--- src/rtl/led_matrix_pkg.sv ---
// Shared types and helpers for the LED matrix row scanner.
package led_matrix_pkg;

    // Widest row index the one-hot helper accepts (up to 32 rows).
    localparam int unsigned ROW_IDX_W = 5;
    localparam int unsigned MAX_ROWS  = 32;

    typedef enum logic {
        ST_BLANK = 1'b0,
        ST_ON    = 1'b1
    } scan_state_t;

    // Width of the shared dwell/blank counter: one bit of headroom above the larger phase.
    function automatic int unsigned cnt_width(input int unsigned dwell, input int unsigned blank);
        int unsigned m;
        m = (dwell > blank) ? dwell : blank;
        return $clog2(m) + 1;
    endfunction

    // One-hot decode of a row index.
    function automatic logic [MAX_ROWS-1:0] onehot(input logic [ROW_IDX_W-1:0] idx);
        logic [MAX_ROWS-1:0] v;
        v      = '0;
        v[idx] = 1'b1;
        return v;
    endfunction

endpackage

--- src/rtl/led_frame_buffer.sv ---
// Double-buffered frame store: producer writes the back bank, scanner reads the front bank.
module led_frame_buffer #(
    parameter int unsigned ROWS = 8,
    parameter int unsigned COLS = 8
) (
    input  logic                    clk,
    input  logic                    rst,
    input  logic                    wr_en,
    input  logic [$clog2(ROWS)-1:0] wr_row,
    input  logic [COLS-1:0]         wr_data,
    input  logic                    swap,
    input  logic [$clog2(ROWS)-1:0] rd_row,
    output logic [COLS-1:0]         rd_data_c
);

    logic [COLS-1:0] bank0 [ROWS];
    logic [COLS-1:0] bank1 [ROWS];
    logic            front_sel;
    logic            wr_ok_c;

    // Rows beyond the matrix are silently dropped.
    assign wr_ok_c = wr_en && (32'(wr_row) < ROWS);

    // Bank storage and bank pointer; a write on a swap edge lands in the bank about to become front.
    always_ff @(posedge clk) begin
        if (rst) begin
            bank0     <= '{default: '0};
            bank1     <= '{default: '0};
            front_sel <= 1'b0;
        end else begin
            if (wr_ok_c) begin
                if (front_sel) begin
                    bank0[wr_row] <= wr_data;
                end else begin
                    bank1[wr_row] <= wr_data;
                end
            end
            if (swap) begin
                front_sel <= ~front_sel;
            end
        end
    end

    // Front-bank read for the row being scanned.
    always_comb begin
        rd_data_c = front_sel ? bank1[rd_row] : bank0[rd_row];
    end

endmodule

--- src/rtl/led_matrix_scanner.sv ---
// Row-scanning LED matrix driver with blanking gaps and tear-free bank swaps.
module led_matrix_scanner
    import led_matrix_pkg::*;
#(
    parameter int unsigned ROWS       = 8,
    parameter int unsigned COLS       = 8,
    parameter int unsigned DWELL      = 4,
    parameter int unsigned BLANK      = 1,
    parameter bit          ACTIVE_LOW = 1'b0
) (
    input  logic                    clk,
    input  logic                    rst,
    input  logic                    enable,
    input  logic                    wr_en,
    input  logic [$clog2(ROWS)-1:0] wr_row,
    input  logic [COLS-1:0]         wr_data,
    input  logic                    swap_req,
    output logic                    swap_ack,
    output logic                    frame_done,
    output logic [ROWS-1:0]         row_sel,
    output logic [COLS-1:0]         col_data
);

    localparam int unsigned    RW         = $clog2(ROWS);
    localparam int unsigned    CW         = cnt_width(DWELL, BLANK);
    localparam logic [CW-1:0]  DWELL_LAST = CW'(DWELL - 1);
    localparam logic [CW-1:0]  BLANK_LAST = CW'(BLANK - 1);
    localparam logic [RW-1:0]  ROW_LAST   = RW'(ROWS - 1);
    localparam logic [ROWS-1:0] ROW_IDLE  = {ROWS{ACTIVE_LOW}};
    localparam logic [COLS-1:0] COL_IDLE  = {COLS{ACTIVE_LOW}};

    scan_state_t     state, state_n;
    logic [CW-1:0]   cnt, cnt_n;
    logic [RW-1:0]   row, row_n;
    logic            pending, pending_n;
    logic            swap_c;
    logic            frame_done_n, swap_ack_n;
    logic [ROWS-1:0] row_sel_n;
    logic [COLS-1:0] col_data_n;
    logic [ROWS-1:0] row_hot_c;
    logic [COLS-1:0] front_row_c;

    led_frame_buffer #(
        .ROWS (ROWS),
        .COLS (COLS)
    ) u_fb (
        .clk       (clk),
        .rst       (rst),
        .wr_en     (wr_en),
        .wr_row    (wr_row),
        .wr_data   (wr_data),
        .swap      (swap_c),
        .rd_row    (row),
        .rd_data_c (front_row_c)
    );

    // One-hot drive for the current row, before polarity.
    always_comb begin
        row_hot_c = ROWS'(onehot(ROW_IDX_W'(row)));
    end

    // Scan sequencing, swap scheduling and next output values.
    always_comb begin
        state_n      = state;
        cnt_n        = cnt;
        row_n        = row;
        pending_n    = pending;
        swap_c       = 1'b0;
        frame_done_n = 1'b0;
        row_sel_n    = ROW_IDLE;
        col_data_n   = COL_IDLE;

        if (!enable) begin
            state_n = ST_BLANK;
            cnt_n   = '0;
            row_n   = '0;
            swap_c  = pending;
        end else begin
            case (state)
                ST_BLANK: begin
                    if (cnt == BLANK_LAST) begin
                        state_n    = ST_ON;
                        cnt_n      = '0;
                        row_sel_n  = ROW_IDLE ^ row_hot_c;
                        col_data_n = COL_IDLE ^ front_row_c;
                    end else begin
                        cnt_n = cnt + CW'(1);
                    end
                end
                ST_ON: begin
                    if (cnt == DWELL_LAST) begin
                        state_n = ST_BLANK;
                        cnt_n   = '0;
                        if (row == ROW_LAST) begin
                            row_n        = '0;
                            frame_done_n = 1'b1;
                            swap_c       = pending;
                        end else begin
                            row_n = row + RW'(1);
                        end
                    end else begin
                        cnt_n      = cnt + CW'(1);
                        row_sel_n  = row_sel;
                        col_data_n = col_data;
                    end
                end
                default: begin
                    state_n = ST_BLANK;
                    cnt_n   = '0;
                end
            endcase
        end

        // A request arriving on the swap edge is absorbed by that swap.
        pending_n  = swap_c ? 1'b0 : (pending | swap_req);
        swap_ack_n = swap_c;
    end

    // State and output registers.
    always_ff @(posedge clk) begin
        if (rst) begin
            state      <= ST_BLANK;
            cnt        <= '0;
            row        <= '0;
            pending    <= 1'b0;
            swap_ack   <= 1'b0;
            frame_done <= 1'b0;
            row_sel    <= ROW_IDLE;
            col_data   <= COL_IDLE;
        end else begin
            state      <= state_n;
            cnt        <= cnt_n;
            row        <= row_n;
            pending    <= pending_n;
            swap_ack   <= swap_ack_n;
            frame_done <= frame_done_n;
            row_sel    <= row_sel_n;
            col_data   <= col_data_n;
        end
    end

endmodule

--- config.mk ---
export PLATFORM = sky130hd
export DESIGN_NAME = led_matrix_scanner
export DESIGN_NICKNAME = d
export VERILOG_FILES = /design/src/rtl/led_matrix_pkg.sv /design/src/rtl/led_frame_buffer.sv /design/src/rtl/led_matrix_scanner.sv
export SDC_FILE = /design/constraint.sdc
export NUM_CORES = 1
export LEC_CHECK = 0
export BUFFER_PORTS_ARGS = -buffer_cell sky130_fd_sc_hd__buf_2
export CAP_MARGIN = 40
export CORE_ASPECT_RATIO = 1.1
export CORE_UTILIZATION = 55
export CTS_CLUSTER_SIZE = 16
export DETAILED_ROUTE_END_ITERATION = 10
export PLACE_DENSITY = 0.75
export SLEW_MARGIN = 20
export SYNTH_ARGS = -nofsm -noshare
export SYNTH_HDL_FRONTEND = slang
export SYNTH_HIERARCHICAL = 1
export SYNTH_SLANG_ARGS = --single-unit
--- constraint.sdc ---
create_clock -name clk -period 2.1 [get_ports clk]
set_input_delay 0.105 -clock clk [delete_from_list [all_inputs] [get_ports clk]]
set_output_delay 0.105 -clock clk [all_outputs]
set_load 0.02 [all_outputs]
Yosys cells after proc, flatten, opt, wreduce, memory -nomap -nowiden --
Cells that the tools add are included.
Storage, ports and cells: ROM bits 0, bits in registers 155, memories kept 0, latch bits 0, output and inout bits 18, logic and storage cells 81, bits in writable memories 0
Cells by class: order comparisons 5, div/mod/pow operators 0, equal/unequal tests 3, shifts and indexed selects 0, bitwise gates (word level) 7, add/subtract/negate cells 2, reduce and logical (&&, ||, !) cells 9, multiply operators 0, muxes and demuxes 30
Operators by type and width (number):
- bitwise mux 64 bit | 2
- two-way mux 8 bit | 9
- binary-select mux 8 bit (select 3 bit) | 2
- case mux 8 bit (2 select lines) | 2
- demux 8 bit (select 3 bit) | 1
- two-way mux 3 bit | 3
- greater-or-equal comparator 4 bit (second input constant) | 2
- two-way mux 1 bit | 8
- NOT 3 -> 4 bit | 2
- adder 3 x 1 -> 3 bit (second input constant) | 2
- < comparator 3 x 6 -> 1 bit (second input constant) | 1
- case mux 3 bit (2 select lines) | 1
- AND reduction 2 bit | 3
- < comparator 4 x 1 -> 1 bit (second input constant) | 1
- NOT 1 bit | 4
- OR reduction 2 bit | 2
- OR reduction 4 bit | 1
- demux 1 bit (select 3 bit) | 1
- == test 3 x 2 -> 1 bit (second input constant) | 1
- == test 3 bit (second input constant) | 1
- greater-or-equal comparator 3 x 1 -> 1 bit (second input constant) | 1
- logical NOT 3 bit | 1
- logical AND 1 bit | 2
- inequality test 2 x 1 -> 1 bit (second input constant) | 1
- 2 further kinds | 2

Longest topological paths before layout --
Gate-level depths: netlist (run 1).
word-level depth 7, depth in mapped cells 9, depth with buffers taken out 6

Hierarchy --
The synthesis (run 1) kept the hierarchy.
By module, submodules not included:
- led_frame_buffer | instances 1, cells each 624, area an instance 5748.0 µm², seq. area each 2582.5 µm²
- led_matrix_scanner | instances 1, cells each 101, area an instance 1031.0 µm², seq. area each 520.5 µm²

Worst setup path before layout (run 1) --
OpenSTA, ideal clock, no wires.
kind register -> register, start reg row[0], end reg col_data[0], path slack 0.302 ns, arrival 1.671 ns, stages on the path, launching flop included 8, path through dfxtp_1 buf_6 buf_6 mux4_2 a22oi_1 nand3_1 a22oi_1 nor2_1
Between the ends: word-level cells in the longest chain between the ends 7
RTL lines:
- from (decl) | line led_matrix_scanner.sv:34 | logic [RW-1:0] row, row_n;
- from (signal assigned) | line led_matrix_scanner.sv:133 | row <= row_n;
- NOT 3 -> 4 bit (implied by the code) (*) | line led_frame_buffer.sv:46 | rd_data_c = front_sel ? bank1[rd_row] : bank0[rd_row];
- binary-select mux 8 bit (select 3 bit) | line led_frame_buffer.sv:46
- two-way mux 8 bit (implied by the code) (2 in series) | line led_frame_buffer.sv:46
- two-way mux 8 bit (*) | line led_frame_buffer.sv:46
- named net front_row_c[0] | line led_matrix_scanner.sv:41 | logic [COLS-1:0] front_row_c;
- two-way mux 8 bit (*) | line led_matrix_scanner.sv:81 | if (cnt == BLANK_LAST) begin
- case mux 8 bit (2 select lines) (*) | line led_matrix_scanner.sv:79 | case (state)
- to (signal assigned) | line led_matrix_scanner.sv:138 | col_data <= col_data_n;
- to (decl) | line led_matrix_scanner.sv:21 | output logic [COLS-1:0] col_data
Mark *: on every way through the listed nets, which the timed path passes. The rest lies on a longest branch. The select of a mux whose other input is x is not followed. A chain may end at the register's enable or synchronous reset.

Final worst setup path (run 1) --
start reg row[2], end reg col_data[2]
The elaborated chain is that of the path after synthesis.

==> results of run 1 <==
-- layout make-up --
type / instances / area (um^2)
flip-flops and latches: 155 / 3110
clock inverters: 2 / 10.0
repair buffers: 69 / 505
inverters: 4 / 15.0
fillers: 1005 / 4340
well taps: 154 / 193
clock buffers: 25 / 526
multi-input cells: 503 / 3340
-- worst paths after layout --
check / slack, ns / endpoint / from / cells after the start
min: 0.1 / u_fb/bank0[8]$_SDFFE_PP0P_ / wr_data[0] / 3
min reg2reg: 0.45 / u_fb/bank1[56]$_SDFFE_PP0P_ / u_fb/bank1[56]$_SDFFE_PP0P_ / 2
max reg2reg: 0.08 / col_data[2]$_SDFFE_PP0P_ / row[2]$_SDFFE_PP0P_ / 7
max: 0.08 / col_data[2]$_SDFFE_PP0P_ / row[2]$_SDFFE_PP0P_ / 7
-- per-layer routing --
layer | up-vias | share of wire | global-route usage | wire length [um]
li1 | 2598 | - | - | -
met2 | 262 | 0.50 | 0.496 | 9040
met5 | - | 0 | 0 | 0
met3 | 41 | 0.069 | 0.0568 | 1240
met4 | 0 | 0.026 | 0.130 | 471
met1 | 2736 | 0.40 | 0.374 | 7270
-- cell families (layout without fill, tap and decap cells) --
family	Yosys count	count (layout)	synth area share
multiplexers	85	85	0.181
AO/OA/AOI/OAI	188	188	0.152
flip-flops	155	155	0.458
buffers and inverters	67	100	0.0517
AND/OR/NAND/NOR	223	223	0.145
XOR/XNOR	1	1	0.00129
adder cells (fa/ha/maj)	6	6	0.0111
-- stage by stage --
stage / setup TNS (ns) / hold slack (ns) / cells
5_1_grt: -0.0528 / 0.103 / 912
3_3_place_gp: -0.0265 / 0.329 / 883
4_1_cts: 0 / 0.0798 / 912
2_1_floorplan: 0 / 0.177 / 725
6_report: 0 / 0.0994 / 912
3_5_place_dp: -0.0339 / 0.337 / 883
-- worst min-delay path: cells and delay by family --
family | cells | cell delay (ns)
AO/OA/AOI/OAI | 1 | 0.05
buffers and inverters | 1 | 0.22
AND/OR/NAND/NOR | 1 | 0.10
-- repair_timing --
action                                 in CTS  in global routing
setup endpoints to repair                   1                 27
endpoints found under the hold margin       2                  0
pin swaps                                   0                  1
gates resized for setup                     1                  4
hold buffers                                2                  0
-- state kept, by name, summed over array words and instances, names as in the netlist --
signal          cells
u_fb/bank0         64
swap_ack            1
state               1
u_fb/bank1         64
row_sel             8
col_data            8
cnt                 3
u_fb/front_sel      1
row                 3
pending             1
frame_done          1
-- placed cells by master, fill, tap and decap left out, types with 17 or more instances in the layout --
cell type,Yosys,layout
a21oi_1,87,87
dfxtp_1,155,153
mux2i_1,55,55
nand3_1,22,22
buf_2,13,32
buf_4,5,30
nand2_1,91,91
nor2_1,75,73
clkbuf_16,0,17
mux4_2,26,26
o21ai_0,69,69
-- power by group --
group,internal [W],leakage [nW],switching [W],total (W)
Combinational,0.000114,1.45,0.000252,0.000366
Sequential,0.00298,1.25,0.0000284,0.00301
Clock,0.00169,0.269,0.00112,0.00282
==> impl_metrics.env, run 1 <==
export IMPL_place_congestion=0.860
export IMPL_tritoncts="done"
export IMPL_period_minus_slack_ns=2.02
export IMPL_die_area_um2=12800
export IMPL_final_hold_violation_count=0
export IMPL_cp_top_family="compound AO/OA/AOI/OAI gates"
export IMPL_finalSetupViolCount=0
export IMPL_port_buffers=33
export IMPL_pre_cts_ws_ns=-0.0339
export IMPL_yosysSeqAreaShare=0.458
export IMPL_htreeDepth=4
export IMPL_finClkSkew_ns=0.00550
export IMPL_syn_nets=747
export IMPL_status="finished, final reports clean"
export IMPL_slew_headroom=0.590
export IMPL_dpl_hpwl_um=12000
export IMPL_drt_iter0_drc=517
export IMPL_wl_um=18000
export IMPL_vias_per_cell=6.18
export IMPL_crit_slowest_cell="mux4_2"
export IMPL_rsz0062_at_grt="true"
export IMPL_yosys_warnings=6
export IMPL_cp_max_fo=24
export IMPL_synth_top_cell_area_share=0.458
export IMPL_max_cap_violations=0
export IMPL_design_core_area_um2=12000
export IMPL_die_w_um=108
export IMPL_drive_gt1_frac=0.172
export IMPL_clk_path_buf_depth=2
export IMPL_postLayoutCoreUtil=0.640
export IMPL_p_leak_nw=2.98
export IMPL_grtUsageTotal=0.298
export IMPL_yosys_cell_count_top_type="dfxtp_1"
export IMPL_synth_commonest_cells="155 x dfxtp_1, 91 x nand2_1, 87 x a21oi_1"
export IMPL_syn_to_final_growth_pct=13.5
export IMPL_ir_drop_uv=599
export IMPL_slew_violations=0
export IMPL_nets=772
export IMPL_cts_root_buf="clkbuf_16"
export IMPL_synthCells=725
export IMPL_critPathCaptureType="flop"
export IMPL_worst_slack_ns=0.0750
export IMPL_grt_pass1_vias=5426
export IMPL_antenna_found_initial=0
export IMPL_clk_pin_slew_ns=0.06
export IMPL_fmax_mhz=494
export IMPL_numCtsBuffers=17
export IMPL_cp_slowest_stage_delay_ns=0.53
export IMPL_total_power_w=0.00619
export IMPL_ys_ff_latch=155
export IMPL_finalCritPeriodShare=0.964
export IMPL_initial_utilization=0.563
export IMPL_cts_setup_buffers=0
export IMPL_synth_edf_count=0
export IMPL_hold_path_class="input pin to flop"
export IMPL_grt_overflow_total=0
export IMPL_yosysTopAreaCell="dfxtp_1"
export IMPL_wl_per_cell_um=19.8
export IMPL_ys_async_sr_fraction=0
export IMPL_worst_pin_slew_ns=0.615
export IMPL_diodes=0
export IMPL_io_pins=34
export IMPL_path_buf_inv=1
export IMPL_drt_antenna_violating_nets=0
export IMPL_syn_cell_area_um2=6780
export IMPL_ys_top_cells_by_area="dfxtp_1 46%, mux4_2 8.6%, mux2i_1 8.1%, a21oi_1 6.4%, o21ai_0 5.1%"
export IMPL_crit_chain="buf_12 -> mux4_2 -> nor2b_1 -> a211oi_1 -> a21oi_1 -> a22oi_1 -> nor2_1"
export IMPL_worstPathArrival_ns=2.32
export IMPL_die_h_um=118
export IMPL_start_kind="flop"
export IMPL_grt_pass1_wl_um=28600
export IMPL_crit_required_ns=2.40
export IMPL_dr_pass1_iters=5
export IMPL_avgSynthCellArea_um2=9.35
export IMPL_critical_path_class="flop to flop"
export IMPL_ys_types=39
export IMPL_num_vias=5637
export IMPL_cts_sinks=155
export IMPL_remaining_drc_errors=0
export IMPL_power_density_nw_per_um2=804
export IMPL_insertion_delay_ns=0.43
export IMPL_synth_flop_cell="dfxtp_1"
export IMPL_postLayoutCellArea_um2=7700
export IMPL_row_count=42
export IMPL_placed_cell_area_um2=7120
export IMPL_grt_max_degree=130
No activity file was read; power rests on OpenSTA's default activity.
==> run 2: changes to the inputs <==
--- a/config.mk
+++ b/config.mk
@@ -6,12 +6,11 @@
 export NUM_CORES = 1
 export LEC_CHECK = 0
 export BUFFER_PORTS_ARGS = -buffer_cell sky130_fd_sc_hd__buf_2
-export CAP_MARGIN = 40
 export CORE_ASPECT_RATIO = 1.1
 export CORE_UTILIZATION = 55
 export CTS_CLUSTER_SIZE = 16
 export DETAILED_ROUTE_END_ITERATION = 10
-export PLACE_DENSITY = 0.75
+export PLACE_DENSITY = 0.78
 export SLEW_MARGIN = 20
 export SYNTH_ARGS = -nofsm -noshare
 export SYNTH_HDL_FRONTEND = slang
==> constraint.sdc (replaced) <==
create_clock -name clk -period 1.7 [get_ports clk]
set_input_delay 0.085 -clock clk [delete_from_list [all_inputs] [get_ports clk]]
set_output_delay 0.085 -clock clk [all_outputs]
set_load 0.02 [all_outputs]
==> run 2 against run 1 <==
Effect of this change: the flow now finishes with violations (negative setup slack); worst setup slack got worse by 0.20 ns; first-iteration DRC count down 5.2%; via count rose by 4.2%; final cell count is 3.3% higher; die area did not move; worst hold slack got worse by 0.017 ns; non-clock buffer count grew 25; sequential power up 23%; utilization grew 3.4 points; maximum frequency rose by 11%; largest cell class unchanged.
==> impl_metrics.env, run 2 (synthesis gave the netlist of run 1 again) <==
export IMPL_status="complete, but fails checks"
export IMPL_violations="negative setup slack"
export IMPL_io_pins=34
export IMPL_row_count=42
export IMPL_p_int_w=0.00608
export IMPL_crit_start="row[1]$_SDFFE_PP0P_"
export IMPL_clk_pin_slew_ns=0.06
export IMPL_wl_per_cell_um=20.1
export IMPL_crit_required_ns=1.98
export IMPL_drt_iter0_drc=490
export IMPL_slew_headroom=0.575
export IMPL_antenna_found_initial=0
export IMPL_cts_sinks=155
export IMPL_min_path_cells=3
export IMPL_grtUsageTotal=0.303
export IMPL_reg2reg_depth=6
export IMPL_total_power_w=0.00794
export IMPL_design_core_area_um2=12000
export IMPL_finClkSkew_ns=0.00716
export IMPL_insertion_delay_ns=0.42
export IMPL_fillers=892
export IMPL_holdCritStartpoint="wr_data[7]"
export IMPL_port_buffers=33
export IMPL_p_leak_nw=3.16
export IMPL_htreeDepth=4
export IMPL_dr_pass1_iters=6
export IMPL_final_hold_violation_count=0
export IMPL_power_density_nw_per_um2=979
export IMPL_power_share_switching=0.234
export IMPL_slew_violations=0
export IMPL_fmax_mhz=549
export IMPL_clk_path_buf_depth=2
export IMPL_num_vias=5875
export IMPL_start_kind="flop"
export IMPL_clkPwrFrac=0.471
export IMPL_dpl_hpwl_um=12600
export IMPL_layout_commonest_cell="dfxtp_1"
export IMPL_tritoncts="done"
export IMPL_critPathCaptureType="flop"
export IMPL_finalCritPeriodShare=1.07
export IMPL_grt_overflow_total=0
export IMPL_hold_ws_ns=0.0828
export IMPL_r2r_setup_slack_ns=-0.12
export IMPL_worst_slack_ns=-0.123
export IMPL_worstPathArrival_ns=2.11
export IMPL_wl_um=19000
export IMPL_rr_startpoint="row[1]$_SDFFE_PP0P_"
export IMPL_cts_root_buf="clkbuf_16"
export IMPL_numCtsBuffers=17
export IMPL_die_w_um=108
export IMPL_p_comb_frac=0.061
export IMPL_worst_pin_slew_ns=0.636
export IMPL_remaining_drc_errors=0
export IMPL_grt_max_degree=132
export IMPL_min_to="u_fb/bank0[47]$_SDFFE_PP0P_"
export IMPL_pre_cts_ws_ns=-0.214
export IMPL_initial_utilization=0.563
export IMPL_drt_antenna_violating_nets=0
export IMPL_syn_to_final_growth_pct=19.6
export IMPL_ir_drop_uv=802
export IMPL_p_seq_frac=0.467
export IMPL_critical_path_class="flop to flop"
export IMPL_drive_gt1_frac=0.234
export IMPL_place_congestion=0.880
export IMPL_final_cell_mix="152 x dfxtp_1, 91 x nand2_1, 86 x a21oi_1"
export IMPL_grt_pass1_vias=5764
export IMPL_top_regs="u_fb/bank0 (64), u_fb/bank1 (64)"
export IMPL_cp_max_fo=6
export IMPL_r2r_end="col_data[0]$_SDFFE_PP0P_"
export IMPL_max_cap_violations=0
export IMPL_die_h_um=118
export IMPL_tns_ns=-0.821
export IMPL_die_area_um2=12800
export IMPL_grt_pass1_wl_um=29700
export IMPL_finalSetupViolCount=11
export IMPL_vias_per_cell=6.24
export IMPL_diodes=0
export IMPL_period_minus_slack_ns=1.82
export IMPL_hold_path_class="input pin to flop"
export IMPL_nets=797
export IMPL_p_sw_w=0.00186
export IMPL_rsz0062_at_grt="true"
run 2: cell count changes in the layout (fill, tap and decap cells not counted), sizes merged:
cell,change
buf,+25
bufinv,+2
clkbuf,-2
clkinv,+3
clkinvlp,+2
dlygate4sd3,-1
inv,+1
run 2: worst max-delay path: stages, from the launching register on:
cell and delay [ns]:
dfxtp_4 0.39, buf_12 0.14, mux4_2 0.54, a22oi_2 0.27
nand3_2 0.11, a22oi_2 0.17, nor2_1 0.05
run 2: how the worst max path moves through the flow:
stage	endpoint	depth (start not counted)
global placement	col_data[5]$_SDFFE_PP0P_	6
floorplan	col_data[0]$_SDFFE_PP0P_	7
detailed placement	col_data[5]$_SDFFE_PP0P_	6
finish	col_data[0]$_SDFFE_PP0P_	6
CTS	col_data[4]$_SDFFE_PP0P_	6
global route	col_data[7]$_SDFFE_PP0P_	6
run 2: repair_timing:
item                                    CTS  global route
hold buffers                              1             0
hold endpoints to repair                  1             0
setup buffers                             6             0
cloned                                    0             1
pin swaps                                 5            13
gates resized for setup                  17            21
endpoints found under the setup margin   24            24
run 2: cell type report:
cell class | instances | area, um^2 | area share
clock buffer | 22 | 464 | 0.0573
clock inverter | 10 | 116 | 0.0144
inverter | 4 | 15.0 | 0.00185
multi-input combinational | 503 | 3450 | 0.426
sequential | 155 | 3110 | 0.384
tap | 154 | 193 | 0.0238
timing repair buffer | 94 | 748 | 0.0923
run 2: layer usage:
layer  share of wire  global-route usage  up-vias
met5               0                   0        -
met4           0.040               0.166        0
met3           0.081              0.0557       61
met2            0.48               0.487      337
met1            0.40               0.381     2831
li1                -                   -     2646
run 2: power groups by stage:
stage / logic, W / clock network, W / registers (W)
after floorplan: 0.000285 / 0 / 0.00379
after global placement: 0.000438 / 0 / 0.00379
after detailed placement: 0.000452 / 0 / 0.00379
after CTS: 0.000462 / 0.00375 / 0.00371
after global routing: 0.000515 / 0.00391 / 0.00371
final: 0.000488 / 0.00374 / 0.00371
run 2: per-stage QoR:
step | area, um^2 | util | cells
2_1_floorplan | 6790 | - | 725
3_3_place_gp | 7290 | 0.606 | 902
3_5_place_dp | 7290 | 0.606 | 902
4_1_cts | 7980 | 0.663 | 941
5_1_grt | 8110 | 0.674 | 942
6_report | 8110 | 0.674 | 942
==> run 3: changes to the inputs <==
--- a/config.mk
+++ b/config.mk
@@ -11,6 +11,7 @@
 export CTS_CLUSTER_SIZE = 16
 export DETAILED_ROUTE_END_ITERATION = 10
 export PLACE_DENSITY = 0.78
+export SETUP_SLACK_MARGIN = 0.3
 export SLEW_MARGIN = 20
 export SYNTH_ARGS = -nofsm -noshare
 export SYNTH_HDL_FRONTEND = slang
==> run 3 against run 2 <==
Effect of this change: the run still ends with negative setup slack left; die area is the same; utilization rose by 1.9 points; worst setup slack got worse by 0.16 ns; flip-flop and latch count stayed put; largest cell class unchanged; total power up 1.3%; critical endpoint is now col_data[5]$_SDFFE_PP0P_; sequential share of layout area fell by 0.98 points; maximum frequency shrank 8.2%; routed wire length grew 9.2%; combinational power up 2%.
==> impl_metrics.env, run 3 (synthesis gave the netlist of run 1 again) <==
export IMPL_max_cap_violations=0
export IMPL_final_cells=951
export IMPL_grt_pass1_vias=5873
export IMPL_final_cell_mix="149 x dfxtp_1, 90 x nand2_1, 86 x a21oi_1"
export IMPL_htreeDepth=4
export IMPL_worstPathArrival_ns=2.28
export IMPL_clk_pin_slew_ns=0.06
export IMPL_insertion_delay_ns=0.43
export IMPL_status="complete, but fails checks"
export IMPL_slew_headroom=0.526
export IMPL_worst_slack_ns=-0.285
export IMPL_reg2reg_depth=6
export IMPL_wl_per_cell_um=21.8
export IMPL_cts_sinks=155
export IMPL_slew_violations=0
export IMPL_remaining_drc_errors=0
export IMPL_cp_max_fo=5
export IMPL_ir_drop_uv=765
export IMPL_drive_gt1_frac=0.259
export IMPL_die_area_um2=12800
export IMPL_place_congestion=0.863
export IMPL_p_leak_nw=3.24
export IMPL_finalCritPeriodShare=1.17
export IMPL_grt_pass1_wl_um=30600
export IMPL_grt_max_degree=132
export IMPL_dr_pass1_iters=5
export IMPL_die_w_um=108
export IMPL_grt_overflow_total=0
export IMPL_violations="negative setup slack"
export IMPL_start_kind="flop"
export IMPL_drt_antenna_violating_nets=0
export IMPL_row_count=42
export IMPL_critical_path_class="flop to flop"
export IMPL_cts_root_buf="clkbuf_16"
export IMPL_design_core_area_um2=12000
export IMPL_wl_um=20700
export IMPL_finClkSkew_ns=0.00867
export IMPL_grtUsageTotal=0.316
export IMPL_io_pins=34
export IMPL_finalSetupViolCount=10
export IMPL_period_minus_slack_ns=1.98
export IMPL_total_power_w=0.00804
export IMPL_worst_pin_slew_ns=0.710
export IMPL_clk_path_buf_depth=2
export IMPL_nets=806
export IMPL_num_vias=6139
export IMPL_top_regs="u_fb/bank0 (64), u_fb/bank1 (64)"
export IMPL_final_hold_violation_count=0
export IMPL_min_path_cells=3
export IMPL_numCtsBuffers=17
export IMPL_layout_commonest_cell="dfxtp_1"
export IMPL_drt_iter0_drc=642
export IMPL_die_h_um=118
export IMPL_port_buffers=33
export IMPL_tritoncts="done"
export IMPL_rsz0062_at_grt="true"
export IMPL_crit_required_ns=2.00
export IMPL_hold_path_class="input pin to flop"
export IMPL_power_density_nw_per_um2=966
export IMPL_dpl_hpwl_um=11600
export IMPL_critPathCaptureType="flop"
export IMPL_syn_to_final_growth_pct=22.8
export IMPL_place_inst=900
export IMPL_vias_per_cell=6.46
export IMPL_fmax_mhz=504
export IMPL_initial_utilization=0.563
export IMPL_antenna_found_initial=1
run 3: changes by cell type in the layout (fill, tap and decap cells not counted), moves of 3 or more:
cell / before / now
dfxtp_2: 0 / 3
nor2b_1: 11 / 7
ha_1: 4 / 1
ha_4: 1 / 5
nor2b_4: 1 / 5
buf_6: 4 / 10
dfxtp_1: 152 / 149
buf_4: 49 / 52
run 3: final timing paths:
| path | from | endpoint | slack (ns) |
|---|---|---|---|
| worst max-delay path | row[1]$_SDFFE_PP0P_ | col_data[5]$_SDFFE_PP0P_ | -0.28 |
| worst max register to register | row[1]$_SDFFE_PP0P_ | col_data[5]$_SDFFE_PP0P_ | -0.28 |
| worst min register to register | row_sel[6]$_SDFFE_PP0P_ | row_sel[6]$_SDFFE_PP0P_ | 0.47 |
| worst min-delay path | wr_data[6] | u_fb/bank1[22]$_SDFFE_PP0P_ | 0.08 |
run 3: repair_timing:
| item | 4_1_cts | 5_1_grt |
|---|---|---|
| hold buffers | 1 | 0 |
| setup buffers | 6 | 10 |
| pin swaps | 9 | 16 |
| resized for setup | 33 | 34 |
| gates cloned | 0 | 2 |
| endpoints found under the setup margin | 94 | 140 |
| hold endpoints to repair | 1 | 0 |
run 3: final cells by class:
| type | instances | area (um^2) |
|---|---|---|
| multi-input combinational | 503 | 3560 |
| fill | 801 | 3710 |
| clock buffer | 20 | 447 |
| clock inverter | 11 | 146 |
| timing repair buffer | 103 | 843 |
| tap | 154 | 193 |
| inverter | 4 | 15.0 |
| antenna | 1 | 2.50 |
| sequential | 155 | 3120 |
run 3: critical path: stages (launching register included):
cell     delay, ns
dfxtp_4       0.39
buf_12        0.13
mux4_1        0.57
a22oi_2       0.32
nand3_1       0.17
a22oi_2       0.21
nor2_1        0.06
run 3: metrics by stage:
stage               hold slack, ns  setup WS [ns]   util  TNS, ns  area (um^2)
floorplan                    0.157        0.00719      -        0         6820
global placement             0.366         -0.205  0.602    -1.23         7250
detailed placement           0.375         -0.227  0.602    -2.03         7250
CTS                         0.0621         -0.121  0.669   -0.884         8050
global route                 0.108         -0.329  0.692    -2.45         8330
finish                      0.0845         -0.285  0.692    -1.62         8330
run 3: layer usage:
layer,GRT usage,vias to the layer above,share of wire
met3,0.0761,125,0.089
met1,0.373,2912,0.36
met2,0.524,435,0.48
li1,-,2667,-
met4,0.175,0,0.065
met5,0,-,0
run 3: power breakdown:
group | internal (W) | switching (W) | total [W] | leakage (nW)
registers | 0.00368 | 0.0000375 | 0.00372 | 1.26
clock network | 0.00234 | 0.00149 | 0.00383 | 0.286
logic | 0.000159 | 0.000341 | 0.000500 | 1.70
total | 0.00617 | 0.00187 | 0.00804 | 3.24
